**src/rtl/imem_pkg.sv**
```systemverilog
// imem_pkg: definitions shared by the instruction-memory loader and the
// instruction memory itself.
//   state_t          - loader FSM state encoding
//   BYTES_PER_WORD   - bytes in one instruction word
//   IMEM_DEPTH_BYTES - instruction memory size; both sides must agree on it
package imem_pkg;

  typedef enum logic [2:0] {
    IDLE  = 3'd0,
    LOAD  = 3'd1,
    WRITE = 3'd2,
    DONE  = 3'd3,
    ERR   = 3'd4
  } state_t;

  localparam int unsigned BYTES_PER_WORD   = 4;
  localparam int unsigned IMEM_DEPTH_BYTES = 81;

endpackage

```
**src/rtl/imem_loader.sv**
```systemverilog
// imem_loader: writer side of the byte-addressed, little-endian instruction
// memory. Accepts 32-bit words from a boot/debug source and writes them one
// byte per cycle (lowest byte to lowest address), holding the core until the
// final word of the program has been written.
//
// Ports:
//   clk          - rising-edge clock
//   reset_n      - asynchronous active-low reset
//   start        - one-cycle pulse, begins a load at BASE_ADDR (IDLE/DONE/ERR)
//   word_valid   - source has a word
//   word_data    - instruction word
//   word_last    - marks word_data as the final word of the program
//   word_ready   - loader accepts a word this cycle
//   mem_we       - byte write strobe
//   mem_addr     - byte address
//   mem_wdata    - byte data
//   cpu_hold     - keeps the core stalled / in reset
//   done         - program loaded
//   error        - a word would have overflowed the memory
//   words_loaded - fully written words in the current load (saturating)
module imem_loader
  import imem_pkg::*;
#(
  parameter logic [63:0] BASE_ADDR   = 64'd0,
  parameter int unsigned DEPTH_BYTES = IMEM_DEPTH_BYTES,
  parameter int unsigned CNT_W       = 16
) (
  input  logic             clk,
  input  logic             reset_n,
  input  logic             start,
  input  logic             word_valid,
  input  logic [31:0]      word_data,
  input  logic             word_last,
  output logic             word_ready,
  output logic             mem_we,
  output logic [63:0]      mem_addr,
  output logic [7:0]       mem_wdata,
  output logic             cpu_hold,
  output logic             done,
  output logic             error,
  output logic [CNT_W-1:0] words_loaded
);

  state_t      state;
  state_t      state_nxt;

  logic [63:0] addr_reg;
  logic [31:0] word_reg;
  logic        last_reg;
  logic [1:0]  byte_idx;
  logic [63:0] mem_addr_q;
  logic [7:0]  mem_wdata_q;

  logic        word_fits;
  logic [63:0] wr_addr;
  logic [7:0]  wr_byte;

  // A word fits only if all four of its bytes land below DEPTH_BYTES.
  assign word_fits = (addr_reg + 64'(BYTES_PER_WORD)) <= 64'(DEPTH_BYTES);
  assign wr_addr   = addr_reg + 64'(byte_idx);
  assign wr_byte   = word_reg[{byte_idx, 3'b000} +: 8];

  // State register
  always_ff @(posedge clk or negedge reset_n) begin
    if (!reset_n) begin
      state <= IDLE;
    end else begin
      state <= state_nxt;
    end
  end

  // Next-state logic
  always_comb begin
    state_nxt = state;
    case (state)
      IDLE, DONE, ERR: begin
        if (start) state_nxt = LOAD;
      end
      LOAD: begin
        // Handshake: word_ready is 1 throughout LOAD.
        if (word_valid) state_nxt = word_fits ? WRITE : ERR;
      end
      WRITE: begin
        if (byte_idx == 2'd3) state_nxt = last_reg ? DONE : LOAD;
      end
      default: state_nxt = IDLE;
    endcase
  end

  // Outputs: decoded from state and datapath registers only.
  // Outside WRITE the address/data buses replay the last byte written.
  always_comb begin
    word_ready = (state == LOAD);
    mem_we     = (state == WRITE);
    cpu_hold   = (state != DONE);
    done       = (state == DONE);
    error      = (state == ERR);
    mem_addr   = mem_addr_q;
    mem_wdata  = mem_wdata_q;
    if (state == WRITE) begin
      mem_addr  = wr_addr;
      mem_wdata = wr_byte;
    end
  end

  // Datapath
  always_ff @(posedge clk or negedge reset_n) begin
    if (!reset_n) begin
      addr_reg     <= BASE_ADDR;
      word_reg     <= '0;
      last_reg     <= 1'b0;
      byte_idx     <= '0;
      words_loaded <= '0;
      mem_addr_q   <= BASE_ADDR;
      mem_wdata_q  <= '0;
    end else begin
      case (state)
        IDLE, DONE, ERR: begin
          if (start) begin
            addr_reg     <= BASE_ADDR;
            words_loaded <= '0;
          end
        end
        LOAD: begin
          if (word_valid && word_fits) begin
            word_reg <= word_data;
            last_reg <= word_last;
            byte_idx <= '0;
          end
        end
        WRITE: begin
          mem_addr_q  <= wr_addr;
          mem_wdata_q <= wr_byte;
          byte_idx    <= byte_idx + 2'd1;
          if (byte_idx == 2'd3) begin
            addr_reg <= addr_reg + 64'(BYTES_PER_WORD);
            if (words_loaded != '1) words_loaded <= words_loaded + 1'b1;
          end
        end
        default: ;
      endcase
    end
  end

endmodule

```
**config.mk**
```make
export PLATFORM = sky130hd
export DESIGN_NAME = imem_loader
export DESIGN_NICKNAME = d
export VERILOG_FILES = /design/src/rtl/imem_pkg.sv /design/src/rtl/imem_loader.sv
export SDC_FILE = /design/constraint.sdc
export NUM_CORES = 1
export LEC_CHECK = 0
export ABC_AREA = 1
export CAP_MARGIN = 20
export CORE_ASPECT_RATIO = 0.75
export CORE_MARGIN = 8
export CORE_UTILIZATION = 58
export DETAILED_ROUTE_END_ITERATION = 10
export DONT_BUFFER_PORTS = 1
export PLACE_DENSITY_LB_ADDON = 0.2
export SLEW_MARGIN = 20
export SYNTH_ARGS = -nofsm -noshare
export SYNTH_HDL_FRONTEND = slang
export SYNTH_SLANG_ARGS = --single-unit
```
**constraint.sdc**
```tcl
create_clock -name clk -period 2.3 [get_ports clk]
set_input_delay 0.46 -clock clk [delete_from_list [all_inputs] [get_ports clk]]
set_output_delay 0.46 -clock clk [all_outputs]
set_load 0.005 [all_outputs]
```
[Yosys cells after proc, flatten, opt, wreduce, memory -nomap -nowiden]
Cells that the tools add are included.
Word-level totals
  register bits: 190
  bits of input ports: 37
  output and inout port bits: 93
Cells by class
  add/subtract/negate cells: 4
  magnitude comparators: 1
  equality and inequality tests: 12
  shifts and indexed selects: 1
  multiplexer cells: 17
  reductions and logical operators: 10
Operators by type and width (number)
  64-bit 2-to-1 mux: 3
  64-bit case mux with 2 select lines: 1
  64-bit by 2-bit adder with 64-bit output: 1
  64-bit by 3-bit adder with 64-bit output, second input constant: 1
  64-bit by 7-bit <= comparator with 1-bit output, second input constant: 1
  16-bit 2-to-1 mux: 3
  16-bit case mux with 2 select lines: 1
  32-bit by 6-bit indexed part select with 8-bit output: 1
  16-bit by 1-bit adder with 16-bit output, second input constant: 1
  16-bit != test, second input constant: 1
  3-bit 2-to-1 mux: 4
  3-bit case mux with 3 select lines: 1
  8-bit 2-to-1 mux: 1
  3-bit by 2-bit equality test with 1-bit output, second input constant: 2
  2-bit by 1-bit != test with 1-bit output, second input constant: 3
  3-bit AND reduction: 2
  2-bit 2-to-1 mux: 2
  2-bit != test, second input constant: 2
  2-bit case mux with 2 select lines: 1
  2-bit AND reduction: 2
  4-bit AND reduction: 1
  2-bit nonzero test: 2
  3-bit by 1-bit equality test with 1-bit output, second input constant: 1
  3-bit equality test, second input constant: 1
  6 further kinds: 6

[Logic depth before layout (Yosys ltp)]
Gate-level depths: netlist (run 1).
  word-level depth: 5
  depth in mapped cells: 20
  depth with buffers taken out: 19

[Worst setup path after synthesis (run 1)]
Ideal clock, no wire load.
  path type: register to register
  from: register addr_reg[2]
  to: register word_reg[26]
  arrival: 2.382 ns
  required time: 2.179 ns
  setup slack: -0.203 ns
  cell stages (with the launch flop): 17
  buffers on the path: 2
  period minus slack after synthesis: 2.503 ns
  cells stage by stage: dfrtp_1 -> ha_1 -> nand2_1 -> nor2_4 -> nand2_4 -> nor2_8 -> nand2_2 -> nor2_4 -> xor2_1 -> and2_1 -> nand3_1 -> nor2_2 -> nand4_2 -> buf_6 -> buf_6 -> nand2_1 -> o21ai_1
Between the ends
  longest elaborated chain between the ends: 4
Ends and longest elaborated chain
  start, declared: RTL line imem_loader.sv:47  | logic [63:0] addr_reg;
  start signal, assigned: RTL line imem_loader.sv:136  | addr_reg <= addr_reg + 64'(BYTES_PER_WORD);
  64-bit by 3-bit adder with 64-bit output: RTL line imem_loader.sv:59  | assign word_fits = (addr_reg + 64'(BYTES_PER_WORD)) <= 64'(DEPTH_BYTES);
  64-bit by 7-bit <= comparator with 1-bit output: RTL line imem_loader.sv:59
  1-bit logical AND: RTL line imem_loader.sv:125  | if (word_valid && word_fits) begin
  2-bit AND reduction (no line)
  end signal, assigned: RTL line imem_loader.sv:126  | word_reg <= word_data;
  end, declared: RTL line imem_loader.sv:48  | logic [31:0] word_reg;
Every way passes these cells.
A chain may end at the register's enable or synchronous reset.

[Final worst setup path (run 1)]
  from: register addr_reg[3]
  to: register word_reg[14]
The elaborated chain is that of the path after synthesis.

==> run_results.csv, run 1 <==
group,metric,value,unit
floorplanning,die_h,129,um
global_route,grt_pass1_wl,54600,um
setup_path,cp_max_fo,6,
placement,place.gp.congestion,0.977,
sta,worstMarginPinSlew,436,ps
yosys,synthSimpleGateAreaFrac,0.306,
sta,period_share,1.32,
sta,fin_hold_ws,-300,ps
yosys,synth_nets,1373,
cells_and_area,diodes,0,
cts,ctsLongestPathBuffers,2,
setup_path,worst_ep_required_time,2640,ps
floorplanning,initial_utilization,0.587,
floorplanning,core-area,0.0167,mm^2
power,power_density,828,mW/mm^2
outcome,run_status,"finished, violations left",
cts,cts_tree,"built",
cts,cts-root-buf,"clkbuf_16",
sta,rsz0062_at_grt,"yes",
yosys,yosys.area.top_type,"dfrtp_1",
cells_and_area,fin_cells,1818,
global_route,grt_usage,0.327,
route,drt_iter0_drc,1541,
yosys,synth_top_area_share,0.480,
cells_and_area,drive_gt1_frac,0.333,
yosys,avgSynthCellArea,7.35,um^2
global_route,overflow,0,
power,p_leak,6.52,nW
route,vias_per_cell,6.10,
cts,cts_sinks,188,
power,power.total,11.3,mW
placement,dpl.hpwl,24100,um
yosys,yosysWarnings,0,
cells_and_area,final_cell_mix,"nand2_1 (362), buf_4 (257), dfrtp_1 (182)",
cells_and_area,fillers,1025,
sta,fin_crit,3040,ps
sta,hold_violations,188,
cells_and_area,layout_commonest_cell,"nand2_1",
setup_path,r2r_start,"addr_reg[3]",
cts,cts_inserted_buffers,17,
yosys,ys_seq_area_frac,0.480,
yosys,synth-xor-area-share,0.00894,
floorplanning,pin_count,130,
route,drcViolationCount,0,
sta,max_freq,0.329,GHz
power,peakVddDrop,0.711,mV
yosys,synth_mux_area_frac,0,
cts,path_clk_slew,80,ps
floorplanning,die_x,166,um
sta,worst_slack,-737,ps
cells_and_area,finalNetCount,1631,
yosys,async_reset_ff_frac,1.00,
outcome,violations,"negative hold slack, negative setup slack",
cells_and_area,syn_to_final_growth,40.0,%
sta,clock_skew,15.7,ps
cts,htreeDepth,4,
route,ant_nets,0,
min_path,min_path_type,"in -> async",
yosys,synthFlopType,"dfrtp_1",
yosys,synth.distinct_cells,37,
cells_and_area,largest_reg_flops,64,
placement,place_ws,-673,ps
setup_path,cp-end-kind,"flop",
floorplanning,die-area,0.0213,mm^2
yosys,synth_top_family_by_area,"simple AND/OR/NAND/NOR gates",
setup_path,worst-setup-path-type,"reg -> reg",
route,vias,11100,
yosys,synthAdderAreaFrac,0.00511,
sta,finalMaxSlewViolations,0,
sta,max_slew_margin,0.706,
yosys,synth_compound_area_frac,0.119,
placement,io_buffers,0,
route,dr.pass1.iters,6,
floorplanning,fp-row-count,41,
global_route,antenna_found_initial,0,
run,maxCapViolCount,0,
route,wl,39800,um
cts,worstSkewPairLatency,450,ps
route,wl_per_cell,21.9,um
yosys,synth.area.top_cells,"dfrtp_1 (48%), nand2_1 (16%), nor2_1 (6.3%)",
yosys,syn_inst,1332,
setup_path,arrival,3380,ps
placement,dp_cells,1740,
setup_path,setup.worst_path.start_class,"flop",
yosys,synth_area,0.00979,mm^2
global_route,grt_pass1_vias,10000,
global_route,grt_start_max_net_pins,189,
setup_path,critical_path.startpoint,"addr_reg[3]",
sta,report.final.setup_viol,38,
yosys,synth-edff-count,0,
yosys,ys_ff_latch,188,
==> path summary, 6_finish.rpt <==
| check | to | slack, ps | depth (start not counted) |
|---|---|---|---|
| worst min-delay path | addr_reg[21] | -300 | 0 |
| worst max-delay path | word_reg[14] | -740 | 19 |
| max in group asynchronous | byte_idx[0] | 2250 | 0 |
| worst max register to register | word_reg[14] | -740 | 19 |
| min in group clk | word_reg[20] | 130 | 2 |
| worst min register to register | mem_addr_q[35] | 490 | 2 |
==> metrics by stage <==
| stage | setup TNS [ps] | utilization | area (um^2) |
|---|---|---|---|
| after floorplan | -5060 | - | 9800 |
| after global placement | -20940 | 0.702 | 11700 |
| after detailed placement | -23280 | 0.702 | 11700 |
| after CTS | -18410 | 0.773 | 12900 |
| after global routing | -33300 | 0.822 | 13700 |
| final | -24100 | 0.822 | 13700 |
==> area by class of cell <==
class                   count  area [um^2]  share of cell area
clock buffers              18          439              0.0320
inverters                 160          608              0.0444
multi-input cells         942         5070               0.370
well taps                 215          269              0.0196
repair buffers            281         2430               0.178
clock inverters            14          174              0.0127
flip-flops and latches    188         4710               0.344
==> logic make-up (layout without fill, tap and decap cells) <==
logic type,count (synthesis),in the layout
buffers and inverters,202,473
AO/OA/AOI/OAI,210,210
adder cells (fa/ha/maj),4,4
XOR/XNOR,10,10
flip-flops,188,188
AND/OR/NAND/NOR,718,718
==> layer usage <==
metal  part of all wire  global-route usage
met1               0.40               0.467
met2               0.43               0.487
met3               0.13              0.0698
met4              0.042               0.119
met5                  0                   0
==> Yosys cell counts (all sizes together), types with 8 or more instances <==
| library cell | instances |
|---|---|
| dfrtp | 188 |
| o21ai | 138 |
| nand4 | 23 |
| xor2 | 10 |
| nor3 | 9 |
| nand2 | 418 |
| nand3 | 69 |
| clkbuf | 34 |
| a21oi | 13 |
| inv | 158 |
| nor2 | 187 |
| buf | 8 |
| o32ai | 8 |
| o22ai | 44 |
==> power breakdown <==
part,switching (mW),internal [mW]
registers,0.328,3.73
clock network,1.49,1.60
logic,2.69,1.51
==> what timing repair did <==
| item | CTS | global route |
|---|---|---|
| endpoints found under the setup margin | 101 | 124 |
| hold endpoints to repair | 188 | 188 |
| pin swaps | 2 | 21 |
| gates resized for setup | 112 | 191 |
| buffers inserted | 16 | 19 |
| gates cloned | 6 | 7 |
==> critical path, stage by stage (launching register included) <==
cell,delay [ps]
dfrtp_2,430
ha_4,180
nand2_4,70
nor2_4,150
buf_4,140
buf_4,100
nand3_1,80
nor2_1,120
nor2_1,50
nor2_1,200
nand2_1,110
nor2_1,160
nand2_1,60
nor2_1,90
nand2_1,100
nor2_4,130
nand4_4,230
bufbuf_16,350
nand2_1,80
o21ai_1,70
Note: power is estimated with default switching activity, not from simulation.
==> inputs of run 2 (changes only) <==
--- a/config.mk
+++ b/config.mk
@@ -13,7 +13,7 @@
 export DETAILED_ROUTE_END_ITERATION = 10
 export DONT_BUFFER_PORTS = 1
 export PLACE_DENSITY_LB_ADDON = 0.2
-export SLEW_MARGIN = 20
+export SLEW_MARGIN = 40
 export SYNTH_ARGS = -nofsm -noshare
 export SYNTH_HDL_FRONTEND = slang
 export SYNTH_SLANG_ARGS = --single-unit
==> results of run 2 <==
Same layout as run 1: the final DEF is identical, and so are final timing and power.
==> inputs of run 3 (changes only) <==
--- a/config.mk
+++ b/config.mk
@@ -6,7 +6,7 @@
 export NUM_CORES = 1
 export LEC_CHECK = 0
 export ABC_AREA = 1
-export CAP_MARGIN = 20
+export CAP_MARGIN = 5
 export CORE_ASPECT_RATIO = 0.75
 export CORE_MARGIN = 8
 export CORE_UTILIZATION = 58
==> results of run 3 <==
Same layout as run 1: the final DEF is identical, and so are final timing and power.
